File: src/rtl/uart_pkg.sv
// -----------------------------------------------------------------------------
// uart_pkg
// Shared constants and types for the UART receive-side byte buffer.
//   UART_DATA_W     : received byte width
//   FIFO_ENTRY_W    : stored entry width (parity-error flag + data byte)
//   FIFO_DEPTH_DEF  : default FIFO depth
//   CTS_HI_WM_DEF   : default high watermark (CTS asserts at or above)
//   CTS_LO_WM_DEF   : default low watermark (CTS deasserts at or below)
// -----------------------------------------------------------------------------
package uart_pkg;

    localparam int UART_DATA_W    = 8;
    localparam int FIFO_ENTRY_W   = UART_DATA_W + 1;
    localparam int FIFO_DEPTH_DEF = 16;
    localparam int CTS_HI_WM_DEF  = 12;
    localparam int CTS_LO_WM_DEF  = 4;

    // One stored frame: parity-error flag sits in the MSB above the data byte.
    typedef struct packed {
        logic                   perr;
        logic [UART_DATA_W-1:0] data;
    } fifo_entry_t;

    // Per-cycle FIFO operation, encoded as {write, read}.
    typedef enum logic [1:0] {
        OP_IDLE  = 2'b00,
        OP_RD    = 2'b01,
        OP_WR    = 2'b10,
        OP_WR_RD = 2'b11
    } fifo_op_e;

    // Build a storage entry from a received frame.
    function automatic fifo_entry_t pack_entry(input logic perr,
                                               input logic [UART_DATA_W-1:0] data);
        fifo_entry_t e;
        e.perr = perr;
        e.data = data;
        return e;
    endfunction

endpackage

File: src/rtl/uart_fifo_mem.sv
// -----------------------------------------------------------------------------
// uart_fifo_mem
// DEPTH x FIFO_ENTRY_W register array for the receive FIFO. Storage is not
// reset; the top level masks the head output while the FIFO is empty.
// Ports:
//   iClk     : clock
//   wr_en    : write enable (synchronous write port)
//   wr_addr  : write address
//   wr_data  : entry to store
//   rd_addr  : read address (asynchronous read port)
//   rd_data  : entry at rd_addr, combinational
// -----------------------------------------------------------------------------
module uart_fifo_mem
    import uart_pkg::*;
#(
    parameter int DEPTH = FIFO_DEPTH_DEF,
    parameter int AW    = $clog2(DEPTH)
) (
    input  logic          iClk,
    input  logic          wr_en,
    input  logic [AW-1:0] wr_addr,
    input  fifo_entry_t   wr_data,
    input  logic [AW-1:0] rd_addr,
    output fifo_entry_t   rd_data
);

    fifo_entry_t mem_r [DEPTH];

    // Synchronous write of one entry.
    always_ff @(posedge iClk) begin
        if (wr_en) begin
            mem_r[wr_addr] <= wr_data;
        end
    end

    // Show-ahead read: head entry visible without a clock.
    assign rd_data = mem_r[rd_addr];

endmodule

File: src/rtl/uart_rx_fifo.sv
// -----------------------------------------------------------------------------
// uart_rx_fifo
// Receive-side byte buffer between the UART receiver and the keycode consumer.
// Captures a frame on the rising edge of the receiver's valid level, stores
// {parity error, data} in a show-ahead FIFO and drives the receiver's CTS
// hold input from registered high/low watermarks with hysteresis.
//
// Optional feature macro: UART_RX_FIFO_DROP_PERR_EN
//   defined   : frames with a parity error are discarded, oPerr_drop pulses
//               for one cycle per discarded frame, oRd_perr is tied to 0.
//   undefined : every frame is stored and oRd_perr reports its flag.
//
// Ports:
//   iClk, iRst   : clock, asynchronous active-high reset
//   iData_rx     : received byte
//   iData_valid  : receiver valid level (held until the next frame)
//   iPar_err     : receiver parity-error flag, valid with iData_valid
//   oCTS         : 1 = hold the receiver
//   iRd_en       : pop head entry (ignored when empty)
//   oRd_data     : head byte, 0 while empty
//   oRd_perr     : head entry parity-error flag
//   oEmpty/oFull : occupancy flags
//   oCount       : occupancy 0..DEPTH
//   oOverflow    : sticky frame-dropped-while-full flag
//   iClr_ovf     : clears oOverflow
//   oPerr_drop   : (macro only) one-cycle pulse per discarded parity frame
// -----------------------------------------------------------------------------
module uart_rx_fifo
    import uart_pkg::*;
#(
    parameter int DEPTH = FIFO_DEPTH_DEF,
    parameter int HI_WM = CTS_HI_WM_DEF,
    parameter int LO_WM = CTS_LO_WM_DEF
) (
    input  logic                     iClk,
    input  logic                     iRst,
    input  logic [UART_DATA_W-1:0]   iData_rx,
    input  logic                     iData_valid,
    input  logic                     iPar_err,
    output logic                     oCTS,
    input  logic                     iRd_en,
    output logic [UART_DATA_W-1:0]   oRd_data,
    output logic                     oRd_perr,
    output logic                     oEmpty,
    output logic                     oFull,
    output logic [$clog2(DEPTH):0]   oCount,
    output logic                     oOverflow,
`ifdef UART_RX_FIFO_DROP_PERR_EN
    input  logic                     iClr_ovf,
    output logic                     oPerr_drop
`else
    input  logic                     iClr_ovf
`endif
);

    localparam int AW = $clog2(DEPTH);
    localparam int CW = AW + 1;

    localparam logic [CW-1:0] DEPTH_C = CW'(DEPTH);
    localparam logic [CW-1:0] HI_C    = CW'(HI_WM);
    localparam logic [CW-1:0] LO_C    = CW'(LO_WM);

    logic          valid_d_r;
    logic [AW-1:0] wr_ptr_r;
    logic [AW-1:0] rd_ptr_r;
    logic [CW-1:0] count_r;
    logic          empty_r;
    logic          full_r;
    logic          cts_r;
    logic          ovf_r;

    logic          wr_strobe_s;
    logic          wr_req_s;
    logic          wr_do_s;
    logic          rd_do_s;
    logic          drop_s;
    fifo_op_e      op_s;
    logic [CW-1:0] count_next_s;
    logic          cts_next_s;
    logic          ovf_next_s;
    fifo_entry_t   head_s;

    // A new frame is the rising edge of the receiver's valid level.
    assign wr_strobe_s = iData_valid & ~valid_d_r;

`ifdef UART_RX_FIFO_DROP_PERR_EN
    logic perr_drop_r;

    // Parity-errored frames never reach the FIFO.
    assign wr_req_s = wr_strobe_s & ~iPar_err;

    // One-cycle pulse for each discarded parity frame.
    always_ff @(posedge iClk or posedge iRst) begin
        if (iRst) begin
            perr_drop_r <= 1'b0;
        end else begin
            perr_drop_r <= wr_strobe_s & iPar_err;
        end
    end

    assign oPerr_drop = perr_drop_r;
`else
    assign wr_req_s = wr_strobe_s;
`endif

    // A read when full frees the slot the same-edge write lands in.
    assign rd_do_s = iRd_en & ~empty_r;
    assign wr_do_s = wr_req_s & (~full_r | rd_do_s);
    assign drop_s  = wr_req_s & full_r & ~rd_do_s;
    assign op_s    = fifo_op_e'({wr_do_s, rd_do_s});

    // Next occupancy from the accepted operations.
    always_comb begin
        count_next_s = count_r;
        case (op_s)
            OP_WR:    count_next_s = count_r + CW'(1);
            OP_RD:    count_next_s = count_r - CW'(1);
            OP_WR_RD: count_next_s = count_r;
            OP_IDLE:  count_next_s = count_r;
            default:  count_next_s = count_r;
        endcase
    end

    // CTS hysteresis evaluated on the next occupancy so it lands with the count.
    always_comb begin
        cts_next_s = cts_r;
        if (count_next_s >= HI_C) begin
            cts_next_s = 1'b1;
        end else if (count_next_s <= LO_C) begin
            cts_next_s = 1'b0;
        end else begin
            cts_next_s = cts_r;
        end
    end

    // Sticky overflow: a drop wins over a same-cycle clear.
    always_comb begin
        ovf_next_s = ovf_r;
        if (drop_s) begin
            ovf_next_s = 1'b1;
        end else if (iClr_ovf) begin
            ovf_next_s = 1'b0;
        end else begin
            ovf_next_s = ovf_r;
        end
    end

    // Edge-detector history; resets high so a valid level held through reset is not a frame.
    always_ff @(posedge iClk or posedge iRst) begin
        if (iRst) begin
            valid_d_r <= 1'b1;
        end else begin
            valid_d_r <= iData_valid;
        end
    end

    // Pointers with natural wrap.
    always_ff @(posedge iClk or posedge iRst) begin
        if (iRst) begin
            wr_ptr_r <= {AW{1'b0}};
            rd_ptr_r <= {AW{1'b0}};
        end else begin
            if (wr_do_s) begin
                wr_ptr_r <= wr_ptr_r + AW'(1);
            end
            if (rd_do_s) begin
                rd_ptr_r <= rd_ptr_r + AW'(1);
            end
        end
    end

    // Occupancy, flags, CTS and overflow registers.
    always_ff @(posedge iClk or posedge iRst) begin
        if (iRst) begin
            count_r <= {CW{1'b0}};
            empty_r <= 1'b1;
            full_r  <= 1'b0;
            cts_r   <= 1'b0;
            ovf_r   <= 1'b0;
        end else begin
            count_r <= count_next_s;
            empty_r <= (count_next_s == {CW{1'b0}});
            full_r  <= (count_next_s == DEPTH_C);
            cts_r   <= cts_next_s;
            ovf_r   <= ovf_next_s;
        end
    end

    uart_fifo_mem #(
        .DEPTH (DEPTH),
        .AW    (AW)
    ) u_mem (
        .iClk    (iClk),
        .wr_en   (wr_do_s),
        .wr_addr (wr_ptr_r),
        .wr_data (pack_entry(iPar_err, iData_rx)),
        .rd_addr (rd_ptr_r),
        .rd_data (head_s)
    );

    // Head is masked while empty so outputs are defined straight out of reset.
    assign oRd_data = empty_r ? {UART_DATA_W{1'b0}} : head_s.data;
`ifdef UART_RX_FIFO_DROP_PERR_EN
    assign oRd_perr = 1'b0;
`else
    assign oRd_perr = empty_r ? 1'b0 : head_s.perr;
`endif

    assign oCTS      = cts_r;
    assign oEmpty    = empty_r;
    assign oFull     = full_r;
    assign oCount    = count_r;
    assign oOverflow = ovf_r;

endmodule

File: config.mk
export PLATFORM = sky130hd
export DESIGN_NAME = uart_rx_fifo
export DESIGN_NICKNAME = d
export VERILOG_FILES = /design/src/rtl/uart_pkg.sv /design/src/rtl/uart_fifo_mem.sv /design/src/rtl/uart_rx_fifo.sv
export SDC_FILE = /design/constraint.sdc
export NUM_CORES = 1
export LEC_CHECK = 0
export ABC_AREA = 1
export CORE_UTILIZATION = 50
export DETAILED_ROUTE_END_ITERATION = 8
export PLACE_DENSITY = 0.74
export SLEW_MARGIN = 20
export SYNTH_ARGS = -nofsm -noshare
export SYNTH_HDL_FRONTEND = slang
export SYNTH_SLANG_ARGS = --single-unit
File: constraint.sdc
create_clock -name iClk -period 2.6 [get_ports iClk]
set_input_delay 0.52 -clock iClk [delete_from_list [all_inputs] [get_ports iClk]]
set_output_delay 0.52 -clock iClk [all_outputs]
set_load 0.01 [all_outputs]
==> flow_metrics.tcl <==
set metrics [dict create \
    status "finished clean" \
    grt_use_total 0.225 \
    avgRoutedWirePerCell_um 18.6 \
    seqCellArea_um2 4780 \
    max_freq_mhz 386 \
    die_h_um 118 \
    syn_inst 552 \
    clockBufferDepth 2 \
    layout-drive-gt1-share 0.198 \
    end_kind "primary output" \
    grt_pass1_wl_mm 23.2 \
    rr_worst_depth 14 \
    path_common_cell "o21ai_1" \
    grt_max_degree 36 \
    synth_xor_xnor_area_share 0.00905 \
    cts_tree "built" \
    wl_mm 15.3 \
    synth_area_per_cell_um2 12.3 \
    drv_cap 0 \
    drv_slew 0 \
    core_area_um2 13200 \
    antenna_found_initial 0 \
    areaGrowthSynthToFinish_pct 23.8 \
    ys_seq_elements 162 \
    synth_top_area_cell "edfxtp_1" \
    rrSetupSlack_ns 0.47 \
    clkSinkCount 162 \
    antenna_cells 0 \
    finalCriticalPeriod_ns 2.59 \
    crit_buf_inv 3 \
    first_iter_violations 667 \
    cp_cell_sequence "buf_6, buf_12, nor2_2, nor2_1, o21ai_1, o21ai_1, o211ai_1, a21oi_2, buf_2" \
    synthSimpleGateAreaFrac 0.115 \
    htree_levels 4 \
    synth_top_family_by_area "compound AO/OA/AOI/OAI gates" \
    grt_pass1_vias 4469 \
    finalCritPeriodShare 0.997 \
    hold_ws_ns 0.496 \
    die_area_um2 14000 \
    p_total_w 0.00966 \
    synthAdderAreaFrac 0.0148 \
    crit_required_ns 2.08 \
    clock_latency_ns 0.42 \
    worstMarginPinSlew_ns 0.728 \
    std_cell_rows 42 \
    muxShareOfSynthArea 0 \
    yosysWarningCount 0 \
    ir_worst_vdd_uv 552 \
    r2r_end "oCTS$_DFFE_PP0P_" \
    synth_edf_count 144 \
    drt_first_pass_iters 5 \
    hold_buffers 0 \
    fillers 993 \
    max_stage_delay_ns 0.47 \
    finClkSkew_ns 0.00673 \
    synth_area_leaders "edfxtp_1 64%, nor2_1 6.8%, dfrtp_1 5.9%" \
    vias_per_cell 5.64 \
    drc 0 \
    final_cell_mix "144 x edfxtp_1, 118 x nor2_1, 49 x o21ai_1" \
    nets 657 \
    start_kind "flip-flop" \
    layout_commonest_cell "edfxtp_1" \
    synth_nets 574 \
    slowest_stage "dfrtp_2" \
    cts.clk_slew.worst_paths_ns 0.06 \
    dp_hpwl_mm 9.13 \
    powerDensity_nw_per_um2 1150 \
    async_flop_share 0.111 \
    cp-endpoint "oRd_data[1]" \
    setup_viol 0 \
    seq_area_frac_synth 0.705 \
    crit_arrival_ns 2.07 \
    min_path_type "reg2reg" \
    ys.flop_type "edfxtp_1" \
    clockRootBuffer "clkbuf_16" \
    critical_path_class "reg2out" \
    path_depth 9 \
    critical-path-top-delay-family "compound AO/OA/AOI/OAI gates" \
    hold_violations 0 \
    die_w_um 118 \
    rsz0062_at_grt "yes" \
    r2r-start "oEmpty$_DFF_PP1_" \
    critPathMaxFanout 7 \
    multiInputGateArea_um2 1780 \
    netlist_area_um2 6770 \
    final_core_util 0.633 \
    drtAntennaViolNets 0 \
    portBuffers 31 \
    ios 32 \
    synth-compound-area-share 0.116 \
    relSlewSlack 0.514 \
    vias 4648 \
    p_leak_nw 3.01 \
    synth_cell_types 29 \
    grt_overflow 0 \
    startpoint "rd_ptr_r[0]$_DFFE_PP0P_" \
    routabilityCongestion 0.834 \
    start_util 0.511 \
    cts_buffers 17 \
    synth_top_area_share 0.639 \
]
==> worst min path at each step <==
stage                     slack [ns]  cells past startpoint              from                  end
after CTS                       0.50                      2  oCTS$_DFFE_PP0P_     oCTS$_DFFE_PP0P_
after detailed placement        0.48                      2  oCTS$_DFFE_PP0P_     oCTS$_DFFE_PP0P_
after global routing            0.52                      1       iData_valid  valid_d_r$_DFF_PP1_
after global placement          0.48                      2  oCTS$_DFFE_PP0P_     oCTS$_DFFE_PP0P_
after floorplan                 0.46                      1              iRst     oCTS$_DFFE_PP0P_
final                           0.50                      2  oCTS$_DFFE_PP0P_     oCTS$_DFFE_PP0P_
==> Yosys cell counts, types with 4 or more instances <==
library cell / count
buf_6: 5
buf_2: 7
xor2_1: 6
edfxtp_1: 144
ha_1: 8
o221ai_1: 7
nand2_1: 37
nand3_1: 16
nand2_2: 4
o211ai_1: 29
buf_4: 9
o21ai_0: 40
inv_1: 15
dfrtp_1: 16
o21ai_1: 48
clkbuf_1: 6
a21oi_1: 10
nor2_1: 122
inv_2: 5
==> worst register-to-register path: stages, from the launching register on <==
cell     delay (ns)
dfstp_2        0.56
o21ai_1        0.09
nand2_1        0.09
ha_1           0.19
nand2_1        0.06
inv_1          0.08
nor2_2         0.05
ha_1           0.28
nand2_2        0.07
nand2_2        0.04
or2_1          0.25
nand2_1        0.08
nand3_1        0.07
nand2_1        0.06
nand2_1        0.05
==> report_power, final <==
group / internal (W) / switching [W] / total (W)
clock: 0.00158 / 0.000903 / 0.00249
combinational: 0.00164 / 0.00228 / 0.00392
sequential: 0.00308 / 0.000171 / 0.00325
total: 0.00630 / 0.00335 / 0.00966
==> registers in the layout (all words and copies together), names as in the netlist <==
| register | cells |
|---|---|
| oCTS | 1 |
| oCount | 5 |
| oEmpty | 1 |
| oFull | 1 |
| oOverflow | 1 |
| rd_ptr_r | 4 |
| u_mem.mem_r | 144 |
| valid_d_r | 1 |
| wr_ptr_r | 4 |
==> layer usage <==
layer | GRT usage | wire length, um | up-vias
li1 | - | - | 2150
met1 | 0.288 | 6300 | 2271
met2 | 0.366 | 7610 | 198
met3 | 0.0521 | 1100 | 29
met4 | 0.101 | 328 | 0
met5 | 0 | 0 | -
==> area by class of cell <==
| type | count | share of cell area |
|---|---|---|
| Clock buffer | 26 | 0.0584 |
| Clock inverter | 6 | 0.0127 |
| Inverter | 23 | 0.0109 |
| Multi-Input combinational cell | 340 | 0.212 |
| Sequential cell | 162 | 0.570 |
| Tap cell | 176 | 0.0263 |
| Timing Repair Buffer | 91 | 0.109 |
==> logic make-up (layout without fill, tap and decap cells) <==
kind of cell | count (synthesis) | count (layout)
AO/OA/AOI/OAI | 136 | 136
XOR/XNOR | 7 | 7
adder cells (fa/ha/maj) | 8 | 8
buffers and inverters | 50 | 146
flip-flops | 162 | 162
AND/OR/NAND/NOR | 189 | 189
==> metrics by stage <==
step | setup WS, ns | area (um2) | TNS, ns | std cells
2_1_floorplan | 0.311 | 6770 | 0 | 552
3_3_place_gp | -0.131 | 7540 | -0.386 | 779
3_5_place_dp | -0.205 | 7540 | -0.673 | 779
4_1_cts | -0.118 | 8230 | -0.168 | 816
5_1_grt | -0.0825 | 8380 | -0.346 | 824
6_report | 0.00677 | 8380 | 0 | 824
==> what timing repair did <==
action / CTS / global route
gates cloned: 2 / 4
resized for setup: 41 / 20
endpoints found under the setup margin: 9 / 11
setup buffers: 3 / 4
pin swaps: 7 / 15
(Power assumes the default switching activity.)
